==> config.mk <==
export PLATFORM = sky130hd
export DESIGN_NAME = fetch_ctrl_flat
export DESIGN_NICKNAME = d
export VERILOG_FILES = /design/src/rtl/fetch_pkg.sv /design/src/rtl/fetch_if.sv /design/src/rtl/fetch_fifo.sv /design/src/rtl/fetch_ctrl.sv /design/src/flat_wrapper.sv
export SDC_FILE = /design/constraint.sdc
export NUM_CORES = 1
export LEC_CHECK = 0
export CORE_UTILIZATION = 45
export DETAILED_ROUTE_END_ITERATION = 10
export PLACE_DENSITY = 0.73
export SYNTH_ARGS = -nofsm -noshare
export SYNTH_HDL_FRONTEND = slang
export SYNTH_SLANG_ARGS = --single-unit
==> constraint.sdc <==
create_clock -name clk -period 3.2 [get_ports clk]
set_input_delay 0.64 -clock clk [delete_from_list [all_inputs] [get_ports clk]]
set_output_delay 0.64 -clock clk [all_outputs]
set_load 0.02 [all_outputs]
==> src/rtl/fetch_pkg.sv <==
// Shared types and constants for the instruction fetch slice.
package fetch_pkg;

  localparam int XLEN = 32;
  localparam int ILEN = 32;
  localparam logic [XLEN-1:0] PC_INC = 32'd4;

  typedef enum logic [1:0] {
    IDLE,
    RUN,
    ERROR
  } state_e;

  typedef struct packed {
    logic [XLEN-1:0] pc;
    logic [ILEN-1:0] instr;
  } fetch_ent_t;

endpackage

==> src/rtl/fetch_if.sv <==
// Fetch-to-decode valid/ready bundle.
interface fetch_if;
  import fetch_pkg::*;

  logic            out_valid;
  logic            out_ready;
  logic [XLEN-1:0] out_pc;
  logic [ILEN-1:0] out_instr;

  modport master (
    output out_valid,
    output out_pc,
    output out_instr,
    input  out_ready
  );

  modport slave (
    input  out_valid,
    input  out_pc,
    input  out_instr,
    output out_ready
  );

endinterface

==> src/rtl/fetch_fifo.sv <==
// Two-entry {pc, instr} buffer between fetch and decode.
module fetch_fifo
  import fetch_pkg::*;
(
  input  logic       clk,
  input  logic       rst,
  input  logic       push,
  input  logic       pop,
  input  logic       flush,
  input  fetch_ent_t wdata,
  output fetch_ent_t rdata,
  output logic [1:0] count
);

  fetch_ent_t mem [2];
  logic       wr_ptr;
  logic       rd_ptr;
  logic       do_pop;

  assign do_pop = pop && (count != 2'd0);
  assign rdata  = mem[rd_ptr];

  always_ff @(posedge clk) begin
    if (rst || flush) begin
      wr_ptr <= 1'b0;
      rd_ptr <= 1'b0;
      count  <= 2'd0;
    end else begin
      if (push)
        wr_ptr <= ~wr_ptr;
      if (do_pop)
        rd_ptr <= ~rd_ptr;
      unique case ({push, do_pop})
        2'b10:   count <= count + 2'd1;
        2'b01:   count <= count - 2'd1;
        default: count <= count;
      endcase
    end
  end

  // Storage is cleared on reset so the idle head reads as zero.
  always_ff @(posedge clk) begin
    if (rst) begin
      mem[0] <= '0;
      mem[1] <= '0;
    end else if (push && !flush) begin
      mem[wr_ptr] <= wdata;
    end
  end

endmodule

==> src/rtl/fetch_ctrl.sv <==
// Fetch controller: PC sequencing, sync-read imem, redirect and error.
module fetch_ctrl
  import fetch_pkg::*;
#(
  parameter logic [XLEN-1:0] RESET_PC   = 32'h0000_0000,
  parameter int              FIFO_DEPTH = 2
) (
  input  logic            clk,
  input  logic            rst,
  input  logic            fetch_en,
  input  logic            redirect_valid,
  input  logic [XLEN-1:0] redirect_pc,
  output logic [XLEN-1:0] imem_pc,
  input  logic [ILEN-1:0] imem_instruction,
  output logic            err,
  fetch_if.master         out
);

  localparam logic [1:0] CAP = 2'(FIFO_DEPTH);

  state_e          state;
  state_e          state_n;
  logic [XLEN-1:0] fetch_pc;
  logic [XLEN-1:0] req_pc;
  logic            inflight;
  logic            req_ep;
  logic            epoch;
  logic [1:0]      count;
  logic [1:0]      used;
  logic            live;
  logic            misalign;
  logic            good_redir;
  logic            issue;
  logic            pop;
  logic            push;
  logic            flush;
  fetch_ent_t      head;
  fetch_ent_t      wdata;

  assign live       = (state != ERROR);
  assign misalign   = redirect_valid && (redirect_pc[1:0] != 2'b00);
  assign good_redir = redirect_valid && !misalign && live;
  assign pop        = out.out_valid && out.out_ready;
  // A same-cycle pop frees its slot, keeping one fetch per cycle.
  assign used       = count - {1'b0, pop} + {1'b0, inflight};
  assign issue      = (state == RUN) && fetch_en
                   && !redirect_valid && (used < CAP);
  assign push       = inflight && (req_ep == epoch);
  assign flush      = (redirect_valid && live) || !live;
  assign wdata      = '{pc: req_pc, instr: imem_instruction};

  assign imem_pc       = fetch_pc;
  assign err           = (state == ERROR);
  assign out.out_valid = (count != 2'd0) && live;
  assign out.out_pc    = head.pc;
  assign out.out_instr = head.instr;

  always_ff @(posedge clk) begin
    if (rst) begin
      state    <= IDLE;
      fetch_pc <= RESET_PC;
      req_pc   <= '0;
      inflight <= 1'b0;
      req_ep   <= 1'b0;
      epoch    <= 1'b0;
    end else begin
      state    <= state_n;
      inflight <= issue;
      if (issue) begin
        req_pc <= fetch_pc;
        req_ep <= epoch;
      end
      if (good_redir) begin
        fetch_pc <= redirect_pc;
        epoch    <= ~epoch;
      end else if (issue) begin
        fetch_pc <= fetch_pc + PC_INC;
      end
    end
  end

  always_comb begin
    state_n = state;
    unique case (1'b1)
      live && misalign:
        state_n = ERROR;
      (state == IDLE) && fetch_en && !misalign:
        state_n = RUN;
      (state == RUN) && !fetch_en && !misalign:
        state_n = IDLE;
      default:
        state_n = state;
    endcase
  end

  fetch_fifo u_fifo (
    .clk   (clk),
    .rst   (rst),
    .push  (push),
    .pop   (pop),
    .flush (flush),
    .wdata (wdata),
    .rdata (head),
    .count (count)
  );

endmodule

==> src/flat_wrapper.sv <==
// flat-port wrapper written by rule: the top's interface ports become plain ports
module fetch_ctrl_flat import fetch_pkg::*;
#(
  parameter logic [XLEN-1:0] RESET_PC   = 32'h0000_0000,
  parameter int              FIFO_DEPTH = 2
)
  (clk, rst, fetch_en, redirect_valid, redirect_pc, imem_pc, imem_instruction, err, out_out_valid, out_out_pc, out_out_instr, out_out_ready);
  fetch_if out_i ();
  input  logic clk;
  input  logic rst;
  input  logic fetch_en;
  input  logic redirect_valid;
  input  logic [XLEN-1:0] redirect_pc;
  output logic [XLEN-1:0] imem_pc;
  input  logic [ILEN-1:0] imem_instruction;
  output logic err;
  output wire logic [$bits(out_i.out_valid)-1:0] out_out_valid;
  output wire logic [$bits(out_i.out_pc)-1:0] out_out_pc;
  output wire logic [$bits(out_i.out_instr)-1:0] out_out_instr;
  input wire logic [$bits(out_i.out_ready)-1:0] out_out_ready;
  assign out_out_valid = out_i.out_valid;
  assign out_out_pc = out_i.out_pc;
  assign out_out_instr = out_i.out_instr;
  assign out_i.out_ready = out_out_ready;
  fetch_ctrl #(.RESET_PC(RESET_PC), .FIFO_DEPTH(FIFO_DEPTH)) u_core (.clk(clk), .rst(rst), .fetch_en(fetch_en), .redirect_valid(redirect_valid), .redirect_pc(redirect_pc), .imem_pc(imem_pc), .imem_instruction(imem_instruction), .err(err), .out(out_i));
endmodule
== Word level (Yosys, flattened, before mapping) ==
Memory sizes are Yosys's and may differ from the RTL's. A register that Yosys moved wholly into a read port is not among the register bits.
Cells that the tools add are included.

* Memories kept: 1
* Register bits after elaboration: 73
* Word-level logic and storage cells: 70
* RAM bits: 128
* Output and inout bits: 98
* Input port bits: 69

* Equal/unequal tests: 6
* Muxes and demuxes: 14
* Bitwise gates (word level): 3
* $lt $le $gt $ge: 1
* Reduce and logical (&&, ||, !) cells: 31
* Add/subtract/negate cells: 5

{| class="wikitable"
|+ Memories
! memory !! depth !! width !! rd ports !! clocked after memory_dff !! wr ports !! RTL line !! RTL
|-
| u_core.u_fifo.mem || 2 || 64 || 1 || 1 || 2 || fetch_fifo.sv:15 || <nowiki>fetch_ent_t mem [2];</nowiki>
|}

{| class="wikitable"
|+ Operator list
! operator !! count
|-
| two-way mux 32 bit || 2
|-
| two-way mux 64 bit || 1
|-
| OR reduction 64 bit || 1
|-
| adder 32 x 3 -> 32 bit (second input constant) || 1
|-
| logical AND 1 bit || 17
|-
| two-way mux 1 bit || 9
|-
| nonzero test 2 bit || 4
|-
| one-hot mux 2 bit (3 select lines) || 1
|-
| zero test 1 bit || 5
|-
| == test 2 x 1 -> 1 bit (second input constant) || 2
|-
| == test 2 bit (second input constant) || 2
|-
| one-hot mux 2 bit (2 select lines) || 1
|-
| NOT 1 bit || 3
|-
| nonzero test 3 bit || 1
|-
| adder 2 x 1 -> 2 bit || 1
|-
| adder 2 x 1 -> 2 bit (second input constant) || 1
|-
| zero test 2 bit || 1
|-
| logical OR 1 bit || 2
|-
| < comparator 2 bit (second input constant) || 1
|-
| inequality test 2 bit (second input constant) || 1
|-
| subtractor 2 x 1 -> 2 bit || 1
|-
| subtractor 2 x 1 -> 2 bit (second input constant) || 1
|-
| == test 1 bit || 1
|}

== Depth between registers and ports, before layout ==
Gate-level depths: netlist of the first run.

* Depth in word-level cells: 10
* Gate-level depth with buffers: 12
* Gate-level depth less buffers: 10

== By module ==
Synthesis of the first run repeated with hierarchy kept, for this count alone.

* Cell total of the unflattened synthesis: 782
* Area total of the unflattened synthesis: 9009.9 sq um

{| class="wikitable"
|+ Modules (own cells, without submodules)
! module !! cells each !! sequential area each (sq um) !! area each (sq um) !! instances
|-
| fetch_fifo || 381 || 3943.8 || 5821.8 || 1
|-
| fetch_ctrl || 401 || 1381.3 || 3188.1 || 1
|}

== Worst setup path before layout of the first run ==
OpenSTA, ideal clock, no wires.

* Path type: register to register
* Start point: register u_core.state[0]
* End point: register u_core.fetch_pc[27], in the netlist u_core.imem_pc[27]
* Required time: 3126 ps
* Cell stages (with the launch flop): 12
* Data arrival time: 2881 ps
* Path buffers: 1
* Setup time: 74 ps
* Period minus slack after synthesis: 2955 ps
* Slack: 245 ps
* Cells stage by stage: dfxtp_1 nand2b_1 inv_1 nor2_1 and2_1 ha_1 and2b_1 xnor2_1 or4b_4 buf_2 or3_1 a31oi_1

* Longest elaborated chain between the ends: 8
* Elaborated cells on any way between the ends: 13
* Classes of those cells: 2 x add/sub; 1 x order compare; 2 x eq/ne; 1 x mux; 7 x reduce/logical

{| class="wikitable"
|+ RTL lines
! what !! RTL line !! RTL
|-
| start: declaration || fetch_ctrl.sv:21 || <nowiki>state_e state;</nowiki>
|-
| start signal: assignment || fetch_ctrl.sv:67 || <nowiki>state <= state_n;</nowiki>
|-
| inequality test 2 bit || fetch_ctrl.sv:40 || <nowiki>assign live = (state != ERROR);</nowiki>
|-
| logical AND 1 bit || fetch_ctrl.sv:54 || <nowiki>assign out.out_valid = (count != 2'd0) && live;</nowiki>
|-
| net out_out_valid || flat_wrapper.sv:17 || <nowiki>output wire logic [$bits(out_i.out_valid)-1:0] out_out_valid;</nowiki>
|-
| logical AND 1 bit || fetch_ctrl.sv:43 || <nowiki>assign pop = out.out_valid && out.out_ready;</nowiki>
|-
| subtractor 2 x 1 -> 2 bit || fetch_ctrl.sv:45 || <nowiki>assign used = count - {1'b0, pop} + {1'b0, inflight};</nowiki>
|-
| adder 2 x 1 -> 2 bit || fetch_ctrl.sv:45 ||
|-
| < comparator 2 bit || fetch_ctrl.sv:47 || <nowiki>&& !redirect_valid && (used < CAP);</nowiki>
|-
| logical AND 1 bit || fetch_ctrl.sv:47 ||
|-
| nonzero test 2 bit (no source line) || -- ||
|-
| end signal: assignment || fetch_ctrl.sv:74 || <nowiki>fetch_pc <= redirect_pc;</nowiki>
|-
| end signal: assignment || fetch_ctrl.sv:77 || <nowiki>fetch_pc <= fetch_pc + PC_INC;</nowiki>
|-
| end: declaration || fetch_ctrl.sv:23 || <nowiki>logic [XLEN-1:0] fetch_pc;</nowiki>
|}

The timed path passes the listed nets, and every way through them passes these cells.
A chain may end at the register's enable or synchronous reset.

==> results.ini, run 1 <==
[final_layout]
areaGrowthSynthToFinish_pct=30.9
post_layout_nonfiller_instances=1196
layout.nets=994
fill_cells=1549
drive_gt1_share_pct=13.8
diodes=0

[power_and_ir_drop]
combinational_power_share_pct=7.5
internal_power_mw=4.43
leakage_component_of_the_power_nw=4.06
power.share.switching_pct=21.2
worst_ir_drop_vdd_uv=310
share_seq_of_total_power_pct=51.3
power_mw=5.63
clockPowerShare_pct=41.1
switching_power_mw=1.19
power_density_nw_per_um2=488

[worst_setup_path]
timing.setup.critical_path_class=reg -> out
critical_path.endpoint_type=output pin
timing.critical_path.from_type=flop
crit_path_cell_trace=buf_4, mux2_2, clkdlybuf4s50_1
critical_path.top_delay_family=buffers and inverters
critical_path.slowest_cell=sky130_fd_sc_hd__dfxtp_4
cp_num_buf_inv=2
critical_path.max_stage_delay_ns=0.63
critical_path.max_fanout=28
critical_path_required_ns=2.56
critPathArrivalTime_ns=2.40

[hold_path]
min-delay-path-class=reg -> reg

[die]
floorplan.die.height_um=142
placementRows=50
pin_count=167
floorplan.initialDensity_pct=46.5
horizontal_extent_of_the_die_um=142
core_region_area_um2=19000
fp.dieArea_um2=20100

[synthesis]
synth_cell_types=45
yosys_most_used_dff=sky130_fd_sc_hd__edfxtp_1
synth-edff-count=128
synth.net_count=830
netlist.top_cell.by_area=sky130_fd_sc_hd__edfxtp_1
async_flop_share_pct=0
mappedNetlistArea_um2=8810
synth_area_leaders=sky130_fd_sc_hd__edfxtp_1 (44%), sky130_fd_sc_hd__dfxtp_1 (17%), sky130_fd_sc_hd__and2_1 (9.3%)
synth-warning-count=0
synth.ff_latch_count=202
synth_top_area_share_pct=43.6
synth_sequential_area_ratio_pct=60.4
synthesis.area_per_instance_um2=11.6
cells_after_synthesis=758

[place]
globalplace.congestion=0.840
io_buffers=166
placedCellCount=1159
hpwlAfterDp_um=13200

[route]
dr_total_vias=6222
routed_via_density=5.20
drt_first_iter_violations=428
drc_errors=0
wl_um=20100
number_of_nets_with_antenna_violations_after_routing=0
route.detailed.wl_per_inst_um=16.8
dr.pass1.iters=4

[global_routing]
number_of_antenna_violations_at_the_first_check_in_global_routing=0
largest_net_degree_at_the_start_of_global_routing=65
grt_pass1_vias=6111
grt_first_pass_wirelength_um=31600
track_usage_pct=20.0
overflow=0

[cts]
clkSlewWorstSetupHoldPaths_ns=0.06
post_cts_resize_count=0
cts_tree=yes
postCtsSetupBuffers=0
cts_num_sinks=202
cts_buffer_depth=3
clock_root_buffer=sky130_fd_sc_hd__clkbuf_16
total_cts_buffers=21
clock_tree.htree_level_count=1
worstSkewPairLatency_ns=0.48
cts.hold.buffers_added=0

[sta]
drv_slew=0
report.final.hold_viol_count=0
hold_ws_ns=0.455
slew_headroom_pct=57.2
timing_worst_slew_pin_value_ns=0.643
setup_violations=0
final_period_minus_worst_setup_slack_ns=3.04
worst_clock_skew_ns=0.00903
fmax_mhz=329
rsz0062_at_grt=false
final_min_period_over_clock_period_pct=94.9

[status]
run_status=completed

[job]
drv.max_cap_violation_count=0

## Yosys cell counts (all sizes together) (8+ instances only)
cell type,number
xnor2,19
and3,8
nand4,9
a211oi,16
mux2,65
dfxtp,74
a21oi,38
nand2,86
or3,8
nor4,9
nand3,11
clkbuf,46
nor2,36
and2,131
edfxtp,128
## registers in the layout (all words and copies together), names as in the netlist, named ones only
signal                cells
u_core.u_fifo.rd_ptr      1
u_core.req_ep             1
u_core.u_fifo.mem       128
u_core.u_fifo.wr_ptr      1
u_core.req_pc            32
u_core.epoch              1
u_core.u_fifo.count       2
u_core.inflight           1
u_core.imem_pc           32
u_core.state              2
## power groups by stage
stage / clock, mW / sequential [mW] / combinational, mW
floorplan: 0 / 2.95 / 0.165
global placement: 0 / 2.94 / 0.424
detailed placement: 0 / 2.94 / 0.426
CTS: 2.37 / 2.89 / 0.429
global route: 2.47 / 2.90 / 0.452
finish: 2.31 / 2.89 / 0.424
## final timing paths
path | start | endpoint | slack (ns) | depth (start not counted)
max | flop | out_out_instr[18] | 0.16 | 3
min | u_core.req_pc[12] | u_core.req_pc[12] | 0.46 | 2
max reg2reg | u_core.state[1] | u_core.imem_pc[19] | 0.33 | 11
min reg2reg | u_core.req_pc[12] | u_core.req_pc[12] | 0.46 | 2
## per-stage QoR
| step | setup slack [ns] | area, um^2 | TNS (ns) | util (%) |
|---|---|---|---|---|
| 2_1_floorplan | 0.245 | 8810 | 0 | - |
| 3_3_place_gp | 0.0174 | 10900 | 0 | 57.4 |
| 3_5_place_dp | -0.0277 | 10900 | -0.0308 | 57.4 |
| 4_1_cts | 0.135 | 11500 | 0 | 60.8 |
| 5_1_grt | 0.0887 | 11500 | 0 | 60.8 |
| 6_report | 0.165 | 11500 | 0 | 60.8 |
## worst min-delay path: cells and delay by family, from the launching register on
family / cells / cell delay (ns)
AOI/OAI and AO/OA: 1 / 0.05
DFF: 1 / 0.31
and+or+nand+nor: 1 / 0.05
## metal layers
layer	global-route usage, %	vias up	routed length (um)
met5	0	-	0
met1	26.3	2990	8890
met3	3.54	26	1280
li1	-	3018	-
met2	33.7	188	9600
met4	6.28	0	380
## cell usage in the layout (no fill, tap or decap), drive strengths merged, types with 11 or more instances in the layout
| cell | synthesis | final |
|---|---|---|
| nand3 | 11 | 11 |
| nor2 | 36 | 36 |
| and2 | 131 | 131 |
| xnor2 | 19 | 19 |
| a21oi | 38 | 38 |
| a211oi | 16 | 16 |
| dfxtp | 74 | 74 |
| nand2 | 86 | 86 |
| mux2 | 65 | 65 |
| clkbuf | 46 | 30 |
| edfxtp | 128 | 128 |
| buf | 4 | 26 |
| clkdlybuf4s50 | 0 | 165 |
## final cells by class
type                       count  area [um^2]  area share, %
clock buffer                  30          599           5.20
sequential                   202         5330           46.2
clock inverter                 7         56.3          0.488
timing repair buffer         191         1910           16.5
tap                          260          325           2.82
multi-input combinational    503         3300           28.6
inverter                       3         11.3         0.0977
## logic make-up (layout without fill, tap and decap cells)
kind of cell             after synthesis  in the layout  share of synthesized area [%]
adder cells (fa/ha/maj)                3              3                          0.426
multiplexers                          66             66                           8.42
AO/OA/AOI/OAI                         79             79                           5.58
buffers and inverters                 53            231                           2.27
AND/OR/NAND/NOR                      330            330                           20.3
XOR/XNOR                              25             25                           2.57
flip-flops                           202            202                           60.4
No activity file was read; power rests on OpenSTA's default activity.
==> run 2: changes to the inputs <==
- CAP_MARGIN: default -> 5
- TNS_END_PERCENT: default -> 30
==> results of run 2 <==
Same layout as run 1: the final DEF is identical, and so are final timing and power.
